`src/rtl/axil_if.sv`:
```
// AXI-Lite bus bundle shared by the configuration sequencer (master side)
// and the register interconnect / slaves (slave side).
interface axil_if #(
    parameter int DATA_WIDTH = 32,
    parameter int ADDR_WIDTH = 32
);
    logic [ADDR_WIDTH-1:0]   awaddr;
    logic                    awvalid;
    logic                    awready;
    logic [DATA_WIDTH-1:0]   wdata;
    logic [DATA_WIDTH/8-1:0] wstrb;
    logic                    wvalid;
    logic                    wready;
    logic [1:0]              bresp;
    logic                    bvalid;
    logic                    bready;
    logic [ADDR_WIDTH-1:0]   araddr;
    logic                    arvalid;
    logic                    arready;
    logic [DATA_WIDTH-1:0]   rdata;
    logic [1:0]              rresp;
    logic                    rvalid;
    logic                    rready;

    modport master (
        output awaddr, awvalid, wdata, wstrb, wvalid, bready, araddr, arvalid, rready,
        input  awready, wready, bresp, bvalid, arready, rdata, rresp, rvalid
    );

    modport slave (
        input  awaddr, awvalid, wdata, wstrb, wvalid, bready, araddr, arvalid, rready,
        output awready, wready, bresp, bvalid, arready, rdata, rresp, rvalid
    );
endinterface

```
`src/rtl/axil_cfg_sequencer.sv`:
```
// AXI-Lite configuration sequencer: walks a command table held in an
// external synchronous ROM (cmd_idx_o -> cmd_i one cycle later) and issues
// WRITE / READ / POLL transactions one at a time on m_axil.
// Optional feature: define AXIL_SEQ_TIMEOUT_EN to bound each POLL to
// POLL_LIMIT read attempts; otherwise a POLL retries until it matches.
module axil_cfg_sequencer #(
    parameter int  DATA_WIDTH = 32,
    parameter int  ADDR_WIDTH = 32,
    parameter int  NUM_CMDS   = 16,
    parameter int  POLL_LIMIT = 1024,
    localparam int IDX_W      = (NUM_CMDS > 1) ? $clog2(NUM_CMDS) : 1,
    localparam int CMD_W      = 2 + ADDR_WIDTH + 2 * DATA_WIDTH
) (
    input  logic                  clk_i,
    input  logic                  rst_i,
    input  logic                  start_i,
    output logic                  busy_o,
    output logic                  done_o,
    output logic                  error_o,
    output logic [IDX_W-1:0]      err_idx_o,
    output logic [IDX_W-1:0]      cmd_idx_o,
    input  logic [CMD_W-1:0]      cmd_i,
    output logic [DATA_WIDTH-1:0] rdata_o,
    axil_if.master                m_axil
);
    localparam logic [1:0] OP_END   = 2'b00;
    localparam logic [1:0] OP_WRITE = 2'b01;
    localparam logic [1:0] OP_POLL  = 2'b10;
    localparam logic [1:0] OP_READ  = 2'b11;
    localparam logic [IDX_W-1:0] LAST_IDX = IDX_W'(NUM_CMDS - 1);

    typedef enum logic [3:0] {
        S_IDLE, S_FETCH, S_DECODE, S_WR_AW_W, S_WR_B,
        S_RD_AR, S_RD_R, S_CHECK, S_NEXT, S_DONE
    } state_t;

    state_t                  state_q, state_d;
    logic [IDX_W-1:0]        idx_q, idx_d;
    logic                    error_q, error_d;
    logic [IDX_W-1:0]        err_idx_q, err_idx_d;
    logic [DATA_WIDTH-1:0]   rdata_q, rdata_d;
    logic [ADDR_WIDTH-1:0]   awaddr_q, awaddr_d;
    logic [DATA_WIDTH-1:0]   wdata_q, wdata_d;
    logic [DATA_WIDTH/8-1:0] wstrb_q, wstrb_d;
    logic [ADDR_WIDTH-1:0]   araddr_q, araddr_d;
    logic                    awvalid_q, awvalid_d;
    logic                    wvalid_q, wvalid_d;
    logic                    bready_q, bready_d;
    logic                    arvalid_q, arvalid_d;
    logic                    rready_q, rready_d;
    logic                    aw_done_q, aw_done_d;
    logic                    w_done_q, w_done_d;
    logic [1:0]              op_q, op_d;
    logic [DATA_WIDTH-1:0]   data_q, data_d;
    logic [DATA_WIDTH-1:0]   mask_q, mask_d;

    logic [1:0]            cmd_op;
    logic [ADDR_WIDTH-1:0] cmd_addr;
    logic [DATA_WIDTH-1:0] cmd_data;
    logic [DATA_WIDTH-1:0] cmd_mask;

    assign cmd_op   = cmd_i[CMD_W-1 -: 2];
    assign cmd_addr = cmd_i[2*DATA_WIDTH +: ADDR_WIDTH];
    assign cmd_data = cmd_i[DATA_WIDTH +: DATA_WIDTH];
    assign cmd_mask = cmd_i[0 +: DATA_WIDTH];

`ifdef AXIL_SEQ_TIMEOUT_EN
    localparam int PCNT_W = $clog2(POLL_LIMIT + 1);
    logic [PCNT_W-1:0] poll_cnt_q, poll_cnt_d;
`else
    logic unused_poll_limit;
    assign unused_poll_limit = (POLL_LIMIT == 0);
`endif

    // Next-state and next-output logic for the command walker.
    always_comb begin
        state_d   = state_q;
        idx_d     = idx_q;
        error_d   = error_q;
        err_idx_d = err_idx_q;
        rdata_d   = rdata_q;
        awaddr_d  = awaddr_q;
        wdata_d   = wdata_q;
        wstrb_d   = wstrb_q;
        araddr_d  = araddr_q;
        awvalid_d = awvalid_q;
        wvalid_d  = wvalid_q;
        bready_d  = bready_q;
        arvalid_d = arvalid_q;
        rready_d  = rready_q;
        aw_done_d = aw_done_q;
        w_done_d  = w_done_q;
        op_d      = op_q;
        data_d    = data_q;
        mask_d    = mask_q;
`ifdef AXIL_SEQ_TIMEOUT_EN
        poll_cnt_d = poll_cnt_q;
`endif
        case (state_q)
            S_IDLE: begin
                if (start_i) begin
                    idx_d   = '0;
                    error_d = 1'b0;
                    state_d = S_FETCH;
                end
            end
            S_FETCH: state_d = S_DECODE;
            S_DECODE: begin
                op_d   = cmd_op;
                data_d = cmd_data;
                mask_d = cmd_mask;
                if (cmd_op == OP_WRITE) begin
                    awaddr_d  = cmd_addr;
                    wdata_d   = cmd_data;
                    wstrb_d   = '1;
                    awvalid_d = 1'b1;
                    wvalid_d  = 1'b1;
                    aw_done_d = 1'b0;
                    w_done_d  = 1'b0;
                    state_d   = S_WR_AW_W;
                end else if (cmd_op == OP_END) begin
                    state_d = S_DONE;
                end else begin
                    araddr_d  = cmd_addr;
                    arvalid_d = 1'b1;
                    state_d   = S_RD_AR;
`ifdef AXIL_SEQ_TIMEOUT_EN
                    poll_cnt_d = '0;
`endif
                end
            end
            S_WR_AW_W: begin
                // AW and W retire independently; the state only advances
                // once both completion flags have been registered.
                if (awvalid_q && m_axil.awready) begin
                    awvalid_d = 1'b0;
                    aw_done_d = 1'b1;
                end
                if (wvalid_q && m_axil.wready) begin
                    wvalid_d = 1'b0;
                    w_done_d = 1'b1;
                end
                if (aw_done_q && w_done_q) begin
                    bready_d = 1'b1;
                    state_d  = S_WR_B;
                end
            end
            S_WR_B: begin
                if (m_axil.bvalid) begin
                    bready_d = 1'b0;
                    if (m_axil.bresp != 2'b00) begin
                        error_d   = 1'b1;
                        err_idx_d = idx_q;
                        state_d   = S_DONE;
                    end else begin
                        state_d = S_NEXT;
                    end
                end
            end
            S_RD_AR: begin
                if (m_axil.arready) begin
                    arvalid_d = 1'b0;
                    rready_d  = 1'b1;
                    state_d   = S_RD_R;
                end
            end
            S_RD_R: begin
                if (m_axil.rvalid) begin
                    rready_d = 1'b0;
                    rdata_d  = m_axil.rdata;
                    if (m_axil.rresp != 2'b00) begin
                        error_d   = 1'b1;
                        err_idx_d = idx_q;
                        state_d   = S_DONE;
                    end else begin
                        state_d = S_CHECK;
                    end
                end
            end
            S_CHECK: begin
                if (op_q == OP_READ || ((rdata_q ^ data_q) & mask_q) == '0) begin
                    state_d = S_NEXT;
                end else begin
`ifdef AXIL_SEQ_TIMEOUT_EN
                    if (int'(poll_cnt_q) + 1 >= POLL_LIMIT) begin
                        error_d   = 1'b1;
                        err_idx_d = idx_q;
                        state_d   = S_DONE;
                    end else begin
                        poll_cnt_d = poll_cnt_q + PCNT_W'(1);
                        arvalid_d  = 1'b1;
                        state_d    = S_RD_AR;
                    end
`else
                    arvalid_d = 1'b1;
                    state_d   = S_RD_AR;
`endif
                end
            end
            S_NEXT: begin
                if (idx_q == LAST_IDX) begin
                    state_d = S_DONE;
                end else begin
                    idx_d   = idx_q + IDX_W'(1);
                    state_d = S_FETCH;
                end
            end
            S_DONE:  state_d = S_IDLE;
            default: state_d = S_IDLE;
        endcase
    end

    // Control and bus-facing registers; all cleared by reset so the bus
    // sees idle valids/readies and zeroed payload immediately.
    always_ff @(posedge clk_i) begin
        if (rst_i) begin
            state_q   <= S_IDLE;
            idx_q     <= '0;
            error_q   <= 1'b0;
            err_idx_q <= '0;
            rdata_q   <= '0;
            awaddr_q  <= '0;
            wdata_q   <= '0;
            wstrb_q   <= '0;
            araddr_q  <= '0;
            awvalid_q <= 1'b0;
            wvalid_q  <= 1'b0;
            bready_q  <= 1'b0;
            arvalid_q <= 1'b0;
            rready_q  <= 1'b0;
            aw_done_q <= 1'b0;
            w_done_q  <= 1'b0;
`ifdef AXIL_SEQ_TIMEOUT_EN
            poll_cnt_q <= '0;
`endif
        end else begin
            state_q   <= state_d;
            idx_q     <= idx_d;
            error_q   <= error_d;
            err_idx_q <= err_idx_d;
            rdata_q   <= rdata_d;
            awaddr_q  <= awaddr_d;
            wdata_q   <= wdata_d;
            wstrb_q   <= wstrb_d;
            araddr_q  <= araddr_d;
            awvalid_q <= awvalid_d;
            wvalid_q  <= wvalid_d;
            bready_q  <= bready_d;
            arvalid_q <= arvalid_d;
            rready_q  <= rready_d;
            aw_done_q <= aw_done_d;
            w_done_q  <= w_done_d;
`ifdef AXIL_SEQ_TIMEOUT_EN
            poll_cnt_q <= poll_cnt_d;
`endif
        end
    end

    // Latched command payload; only consumed after DECODE has loaded it.
    always_ff @(posedge clk_i) begin
        op_q   <= op_d;
        data_q <= data_d;
        mask_q <= mask_d;
    end

    assign busy_o    = (state_q != S_IDLE);
    assign done_o    = (state_q == S_DONE);
    assign error_o   = error_q;
    assign err_idx_o = err_idx_q;
    assign cmd_idx_o = idx_q;
    assign rdata_o   = rdata_q;

    assign m_axil.awaddr  = awaddr_q;
    assign m_axil.awvalid = awvalid_q;
    assign m_axil.wdata   = wdata_q;
    assign m_axil.wstrb   = wstrb_q;
    assign m_axil.wvalid  = wvalid_q;
    assign m_axil.bready  = bready_q;
    assign m_axil.araddr  = araddr_q;
    assign m_axil.arvalid = arvalid_q;
    assign m_axil.rready  = rready_q;
endmodule

```
`src/flat_wrapper.sv`:
```
// flat-port wrapper written by rule: the top's interface ports become plain ports
module axil_cfg_sequencer_flat 
#(
    parameter int  DATA_WIDTH = 32,
    parameter int  ADDR_WIDTH = 32,
    parameter int  NUM_CMDS   = 16,
    parameter int  POLL_LIMIT = 1024,
    localparam int IDX_W      = (NUM_CMDS > 1) ? $clog2(NUM_CMDS) : 1,
    localparam int CMD_W      = 2 + ADDR_WIDTH + 2 * DATA_WIDTH
)
  (clk_i, rst_i, start_i, busy_o, done_o, error_o, err_idx_o, cmd_idx_o, cmd_i, rdata_o, m_axil_awaddr, m_axil_awvalid, m_axil_wdata, m_axil_wstrb, m_axil_wvalid, m_axil_bready, m_axil_araddr, m_axil_arvalid, m_axil_rready, m_axil_awready, m_axil_wready, m_axil_bresp, m_axil_bvalid, m_axil_arready, m_axil_rdata, m_axil_rresp, m_axil_rvalid);
  axil_if #(.DATA_WIDTH(DATA_WIDTH), .ADDR_WIDTH(ADDR_WIDTH)) m_axil_i ();
  input  logic clk_i;
  input  logic rst_i;
  input  logic start_i;
  output logic busy_o;
  output logic done_o;
  output logic error_o;
  output logic [IDX_W-1:0] err_idx_o;
  output logic [IDX_W-1:0] cmd_idx_o;
  input  logic [CMD_W-1:0] cmd_i;
  output logic [DATA_WIDTH-1:0] rdata_o;
  output wire logic [$bits(m_axil_i.awaddr)-1:0] m_axil_awaddr;
  output wire logic [$bits(m_axil_i.awvalid)-1:0] m_axil_awvalid;
  output wire logic [$bits(m_axil_i.wdata)-1:0] m_axil_wdata;
  output wire logic [$bits(m_axil_i.wstrb)-1:0] m_axil_wstrb;
  output wire logic [$bits(m_axil_i.wvalid)-1:0] m_axil_wvalid;
  output wire logic [$bits(m_axil_i.bready)-1:0] m_axil_bready;
  output wire logic [$bits(m_axil_i.araddr)-1:0] m_axil_araddr;
  output wire logic [$bits(m_axil_i.arvalid)-1:0] m_axil_arvalid;
  output wire logic [$bits(m_axil_i.rready)-1:0] m_axil_rready;
  input wire logic [$bits(m_axil_i.awready)-1:0] m_axil_awready;
  input wire logic [$bits(m_axil_i.wready)-1:0] m_axil_wready;
  input wire logic [$bits(m_axil_i.bresp)-1:0] m_axil_bresp;
  input wire logic [$bits(m_axil_i.bvalid)-1:0] m_axil_bvalid;
  input wire logic [$bits(m_axil_i.arready)-1:0] m_axil_arready;
  input wire logic [$bits(m_axil_i.rdata)-1:0] m_axil_rdata;
  input wire logic [$bits(m_axil_i.rresp)-1:0] m_axil_rresp;
  input wire logic [$bits(m_axil_i.rvalid)-1:0] m_axil_rvalid;
  assign m_axil_awaddr = m_axil_i.awaddr;
  assign m_axil_awvalid = m_axil_i.awvalid;
  assign m_axil_wdata = m_axil_i.wdata;
  assign m_axil_wstrb = m_axil_i.wstrb;
  assign m_axil_wvalid = m_axil_i.wvalid;
  assign m_axil_bready = m_axil_i.bready;
  assign m_axil_araddr = m_axil_i.araddr;
  assign m_axil_arvalid = m_axil_i.arvalid;
  assign m_axil_rready = m_axil_i.rready;
  assign m_axil_i.awready = m_axil_awready;
  assign m_axil_i.wready = m_axil_wready;
  assign m_axil_i.bresp = m_axil_bresp;
  assign m_axil_i.bvalid = m_axil_bvalid;
  assign m_axil_i.arready = m_axil_arready;
  assign m_axil_i.rdata = m_axil_rdata;
  assign m_axil_i.rresp = m_axil_rresp;
  assign m_axil_i.rvalid = m_axil_rvalid;
  axil_cfg_sequencer #(.DATA_WIDTH(DATA_WIDTH), .ADDR_WIDTH(ADDR_WIDTH), .NUM_CMDS(NUM_CMDS), .POLL_LIMIT(POLL_LIMIT)) u_core (.clk_i(clk_i), .rst_i(rst_i), .start_i(start_i), .busy_o(busy_o), .done_o(done_o), .error_o(error_o), .err_idx_o(err_idx_o), .cmd_idx_o(cmd_idx_o), .cmd_i(cmd_i), .rdata_o(rdata_o), .m_axil(m_axil_i));
endmodule
```
`config.mk`:
```
export PLATFORM = sky130hd
export DESIGN_NAME = axil_cfg_sequencer_flat
export DESIGN_NICKNAME = d
export VERILOG_FILES = /design/src/rtl/axil_if.sv /design/src/rtl/axil_cfg_sequencer.sv /design/src/flat_wrapper.sv
export SDC_FILE = /design/constraint.sdc
export NUM_CORES = 1
export LEC_CHECK = 0
export CORE_ASPECT_RATIO = 0.6
export CORE_MARGIN = 4
export CORE_UTILIZATION = 45
export CTS_CLUSTER_DIAMETER = 80
export DETAILED_ROUTE_END_ITERATION = 10
export MAX_ROUTING_LAYER = met4
export PLACE_DENSITY_LB_ADDON = 0.25
export SETUP_SLACK_MARGIN = 0.3
export SKIP_LAST_GASP = 1
export SYNTH_ARGS = -nofsm -noshare
export SYNTH_HDL_FRONTEND = slang
export SYNTH_SLANG_ARGS = --single-unit
```
`constraint.sdc`:
```
create_clock -name clk_i -period 9.9 [get_ports clk_i]
set_input_delay 1.98 -clock clk_i [delete_from_list [all_inputs] [get_ports clk_i]]
set_output_delay 1.98 -clock clk_i [all_outputs]
set_load 0.005 [all_outputs]
```
* Word level (Yosys, flattened, before mapping) *
Index checks and enable logic that the tools add are counted.

word-level totals
  register bits = 215
  output and inout bits = 148
  logic and storage cells = 126

cells by class
  $add $sub $neg = 1
  equality and inequality tests = 26
  multiplexer cells = 47
  bitwise gates (word level) = 4
  reductions and logical operators = 29

operators with widths
  kind                   count
  $mux W4                16
  $pmux W4 S9            1
  $and A32 B32 Y32       1
  $logic_not A32 Y1      1
  $xor A32 B32 Y32       1
  $mux W1                20
  $reduce_and A3 Y1      6
  $eq A4 B3 Y1 const B   4
  $ne A2 B2 Y1 const B   8
  $pmux W4 S2            2
  $reduce_and A5 Y1      3
  $reduce_bool A2 Y1     7
  $eq A4 B4 Y1 const B   3
  $ne A2 B1 Y1 const B   6
  $pmux W1 S2            6
  $eq A4 B2 Y1 const B   2
  $pmux W1 S3            2
  $reduce_and A6 Y1      1
  $reduce_bool A3 Y1     2
  $add A4 B1 Y4 const B  1
  $eq A4 B1 Y1 const B   1
  $logic_not A4 Y1       1
  $reduce_and A2 Y1      2
  $reduce_bool A4 Y1     1
  other kinds (6)        9

* Logic depth before layout (Yosys ltp) *
  depth in word-level cells = 6
  depth in mapped cells = 9
  depth with buffers taken out = 7

* Worst setup path after synthesis *
OpenSTA, ideal clock, no wires.

  path type = register -> register
  start = register u_core.state_q[1]
  end = register u_core.awaddr_q[10], in the netlist u_core.m_axil.awaddr[10]
  setup time = 0.132 ns
  arrival = 2.990 ns
  required time = 9.768 ns
  slack = 6.778 ns
  cell stages (with the launch flop) = 9
  path buffers = 2
  path through = dfxtp_1 > buf_6 > nor2b_1 > nand2_1 > inv_1 > nand3_1 > clkbuf_1 > nand2_1 > a21oi_1

between the ends
  word-level cells in the longest chain between the ends = 2

RTL lines
  element                             line                       text
  start, declared                     axil_cfg_sequencer.sv:37   state_t state_q, state_d;
  start signal, assigned              axil_cfg_sequencer.sv:237  state_q <= state_d;
  $eq A4 B2 Y1                        axil_cfg_sequencer.sv:99   case (state_q)
  $reduce_and A2 Y1 (no source line)  --
  end signal, assigned                axil_cfg_sequencer.sv:242  awaddr_q <= awaddr_d;
  end, declared                       axil_cfg_sequencer.sv:42   logic [ADDR_WIDTH-1:0] awaddr_q, awaddr_d;

Every way passes these cells.
A chain may end at the register's enable or synchronous reset.

* Worst setup path after layout *
  start = register u_core.state_q[1]
  end = output busy_o

between the ends
  word-level cells in the longest chain between the ends = 1

RTL lines
  element             line                       text
  $reduce_bool A4 Y1  axil_cfg_sequencer.sv:266  assign busy_o = (state_q != S_IDLE);
  end, declared       flat_wrapper.sv:16         output logic busy_o;

Every way passes these cells.

==> results.md <==
* Outcome: complete, no violations
* Final Max Tran Viols at 0
* Cell Pwr Density at 171 nW/um^2
* Seq cells post-synth at 215
* Total number of vias at 6776
* Max clock buf depth at 3
* Drc violations at 0
* Die area at 19800 um^2
* Fill cells at 1365
* First-iteration detailed-routing DRC count at 469
* Sw frac at a little under a quarter
* Gpl congestion at roughly 0.84
* CTS tree: yes
* Antenna violations before repair at 0
* Final wirelength at around 23000 um
* Die height at around 110 um
* CP Capture Point: busy_o
* CTS Buf Count at 20
* Clock-pin slew on the worst setup and hold paths at about 0.070 ns
* Worst-margin pin slew at 0.960 ns
* Ys Warns at 0
* Routed Antenna Nets at 0
* DIE WIDTH at 179 um
* Final net count at 1234
* Core area at between 15000 and 20000 um^2
* Final min period at around 4 ns
* Worst path cell trace: nor4_1 -> inv_1 -> clkdlybuf4s50_1
* RSZ-0062 raised after global routing: no
* Share of layout cells above drive strength 1 at roughly 4.4%
* Slowest cell on crit path: dfxtp_1
* Initial Utilization at a little under half
* CP required at between 7 and 8 ns
* Crit-path max cell delay at between 0.5 and 0.6 ns
* Overflow after GRT at 0
* Total global routing track utilization at around 23%
* Slew Limit Headroom at between 30 and 40%
* Reg2reg path depth at 8
* Hold Crit Class: reg2reg
* Setup-failing EPs final at 0
* Comb power frac at about a tenth
* CP startpoint kind: register
* Seq/Total Area, Yosys at approximately 63%
* Crit Path Max Fanout at 19
* Area Growth Syn to Fin at 47.4%
* Buffers on Ports at 289
* Cells after DPL at 1303
* Postcts setup bufs at 0
* Critical Path End Type: output port
* ANT cells at 0
* I/O pin total at between 200 and 300
* Worst Skew at ~0.0081 ns
* Crit path kind: reg2out
* H-tree levels at 1
* Mapped cell area at slightly below 8000 um^2
* Post-CTS Hold Buffers at 0
* LEAKAGE at approximately 4.0 nW
* Ranking of synthesized cells by area: dfxtp_1, edfxtp_1, nand2_1
* Post-synth top area cell: dfxtp_1
* Cells after synthesis at about 830
* Switching power total at between 0.4 and 0.5 mW
* Root buffer cell: clkbuf_16
* Crit path DAT at a little over 2 ns
* Sequential share of power at a little under 50%
* R2r startpoint: u_core.state_q[1]
* Hpwl dp at 16100 um
* Clk_lat worst skew at around 0.49 ns
* Period utilisation layout at between 40% and 50%
* CP Launch Point: u_core.state_q[1]
* Clock Power Share at 41.3%
* Net count after synthesis at 968
* Iteration count of the initial detailed-routing pass at 5
* Avg Inst Size Synth at ~9.6 um^2
* First-pass GRT wire length at ~35000 um
* Top-area cell type share of the netlist area at a little under two fifths
* Highest clock rate at approximately 250 MHz
* Largest net degree at the start of global routing at just over 90
* Post-DR wirelength/cell at ~17 um
* Clk sinks at approximately 220
* PostCTS Resize Cnt at 0
* Reg2reg end: u_core.m_axil.wdata[17]
* Drt via density at 5.06
* Pint at about 1.5 mW
* Worst R2R Setup Slack at ~7 ns
* Final setup TNS at 0 ns
* Non-filler cells, final at between 1000 and 1500
* VDD IR max at about 120 uV
* Count of cell types in the netlist at 40
* Vias in the first global route at around 6500
* Num rows at 37
* Max-Cap Viols at 0
* Final hold violation count at 0
worst min path at each step:
| stage | startpoint | end | slack, ns | depth (start not counted) |
|---|---|---|---|---|
| 2_1_floorplan | u_core.error_o | u_core.error_o | 0.45 | 2 |
| 3_3_place_gp | u_core.m_axil.araddr[24] | u_core.m_axil.araddr[24] | 0.44 | 2 |
| 3_5_place_dp | u_core.m_axil.awaddr[9] | u_core.m_axil.awaddr[9] | 0.45 | 2 |
| 4_1_cts | u_core.m_axil.awaddr[9] | u_core.m_axil.awaddr[9] | 0.45 | 2 |
| 5_1_grt | u_core.m_axil.araddr[29] | u_core.m_axil.araddr[29] | 0.47 | 2 |
| 6_report | u_core.m_axil.awaddr[9] | u_core.m_axil.awaddr[9] | 0.45 | 2 |
placed cells by master (no fill, tap or decap), types with 4 or more instances in the layout:
cell type	instances
nand4_1	7
nor3_1	12
a21oi_1	141
nor2b_1	4
edfxtp_1	66
mux2i_1	5
xor2_1	33
nand2b_1	4
nand2_1	272
nor2_1	24
clkbuf_8	4
a22oi_1	18
clkbuf_16	22
buf_4	8
clkdlybuf4s50_1	288
dfxtp_1	149
flip-flops by register name, summed over array words and instances, names as in the netlist:
signal and flops:
u_core.aw_done_q 1, u_core.cmd_idx_o 4, u_core.data_q 32, u_core.err_idx_o 4, u_core.error_o 1, u_core.m_axil.araddr 32
u_core.m_axil.arvalid 1, u_core.m_axil.awaddr 32, u_core.m_axil.awvalid 1, u_core.m_axil.bready 1, u_core.m_axil.rready 1, u_core.m_axil.wdata 32
u_core.m_axil.wstrb 1, u_core.m_axil.wvalid 1, u_core.mask_q 32, u_core.op_q 2, u_core.rdata_o 32, u_core.state_q 4
u_core.w_done_q 1
cell type report:
| cell class | count | area [um^2] | share of cell area [%] |
|---|---|---|---|
| Clock buffer | 28 | 613 | 5.27 |
| Clock inverter | 8 | 101 | 0.871 |
| Inverter | 4 | 15.0 | 0.129 |
| Multi-Input combinational cell | 554 | 2710 | 23.2 |
| Sequential cell | 215 | 4960 | 42.7 |
| Tap cell | 234 | 293 | 2.52 |
| Timing Repair Buffer | 296 | 2940 | 25.3 |
cell families after synthesis:
| kind of cell | after synthesis | share of synthesized area, % |
|---|---|---|
| compound gates | 173 | 12.0 |
| buf+inv | 56 | 3.04 |
| xor+xnor | 35 | 3.88 |
| mux | 5 | 0.634 |
| flops | 215 | 62.9 |
| simple gates | 340 | 17.4 |
| fa+ha+maj | 1 | 0.158 |
routing by layer:
layer  routed length (um)  global-route usage, %  up-vias  share of wire, %
li1                     -                      -     3304                 -
met1                10300                   31.4     3191                44
met2                10400                   34.4      249                44
met3                 2290                   6.74       32               9.8
met4                  469                   4.60        0               2.0
met5                    0                      -        -                 0
cells in the mapped netlist, drive strengths merged:
library cell	count
a2111o	1
a21boi	1
a21oi	141
a221oi	2
a22oi	18
a311oi	1
a31oi	1
and2	2
and3	2
buf	14
clkbuf	38
dfxtp	149
edfxtp	66
ha	1
inv	4
mux2i	5
nand2	272
nand2b	4
nand3	4
nand4	7
nor2	26
nor2b	4
nor3	12
nor3b	1
nor4	1
o211ai	1
o21a	1
o21ai	3
o21bai	1
o31a	1
o41ai	1
or3	3
or3b	1
or4	1
xnor2	2
xor2	33
critical path, delay by kind of cell, from the launching register on:
kind                   cells  cell delay [ns]
buffers and inverters      2             0.55
flip-flops                 1             0.52
AND/OR/NAND/NOR            1             0.49
power groups by stage:
stage	Clock (mW)	Sequential [mW]	Combinational, mW
final	0.820	0.972	0.195
after global routing	0.870	0.975	0.212
after CTS	0.835	0.972	0.196
after detailed placement	0	0.991	0.195
after global placement	0	0.989	0.193
after floorplan	0	0.983	0.0864
per-stage QoR:
step	utilization, %	hold slack [ns]	instance area [um^2]	worst slack, ns	total power, mW
2_1_floorplan	-	0.453	7890	6.78	1.07
3_3_place_gp	63.6	0.440	10900	5.83	1.18
3_5_place_dp	63.6	0.445	10900	5.73	1.19
4_1_cts	67.7	0.455	11600	5.86	2.00
5_1_grt	67.7	0.470	11600	5.69	2.06
6_report	67.7	0.453	11600	5.88	1.99
(Power assumes the default switching activity.)
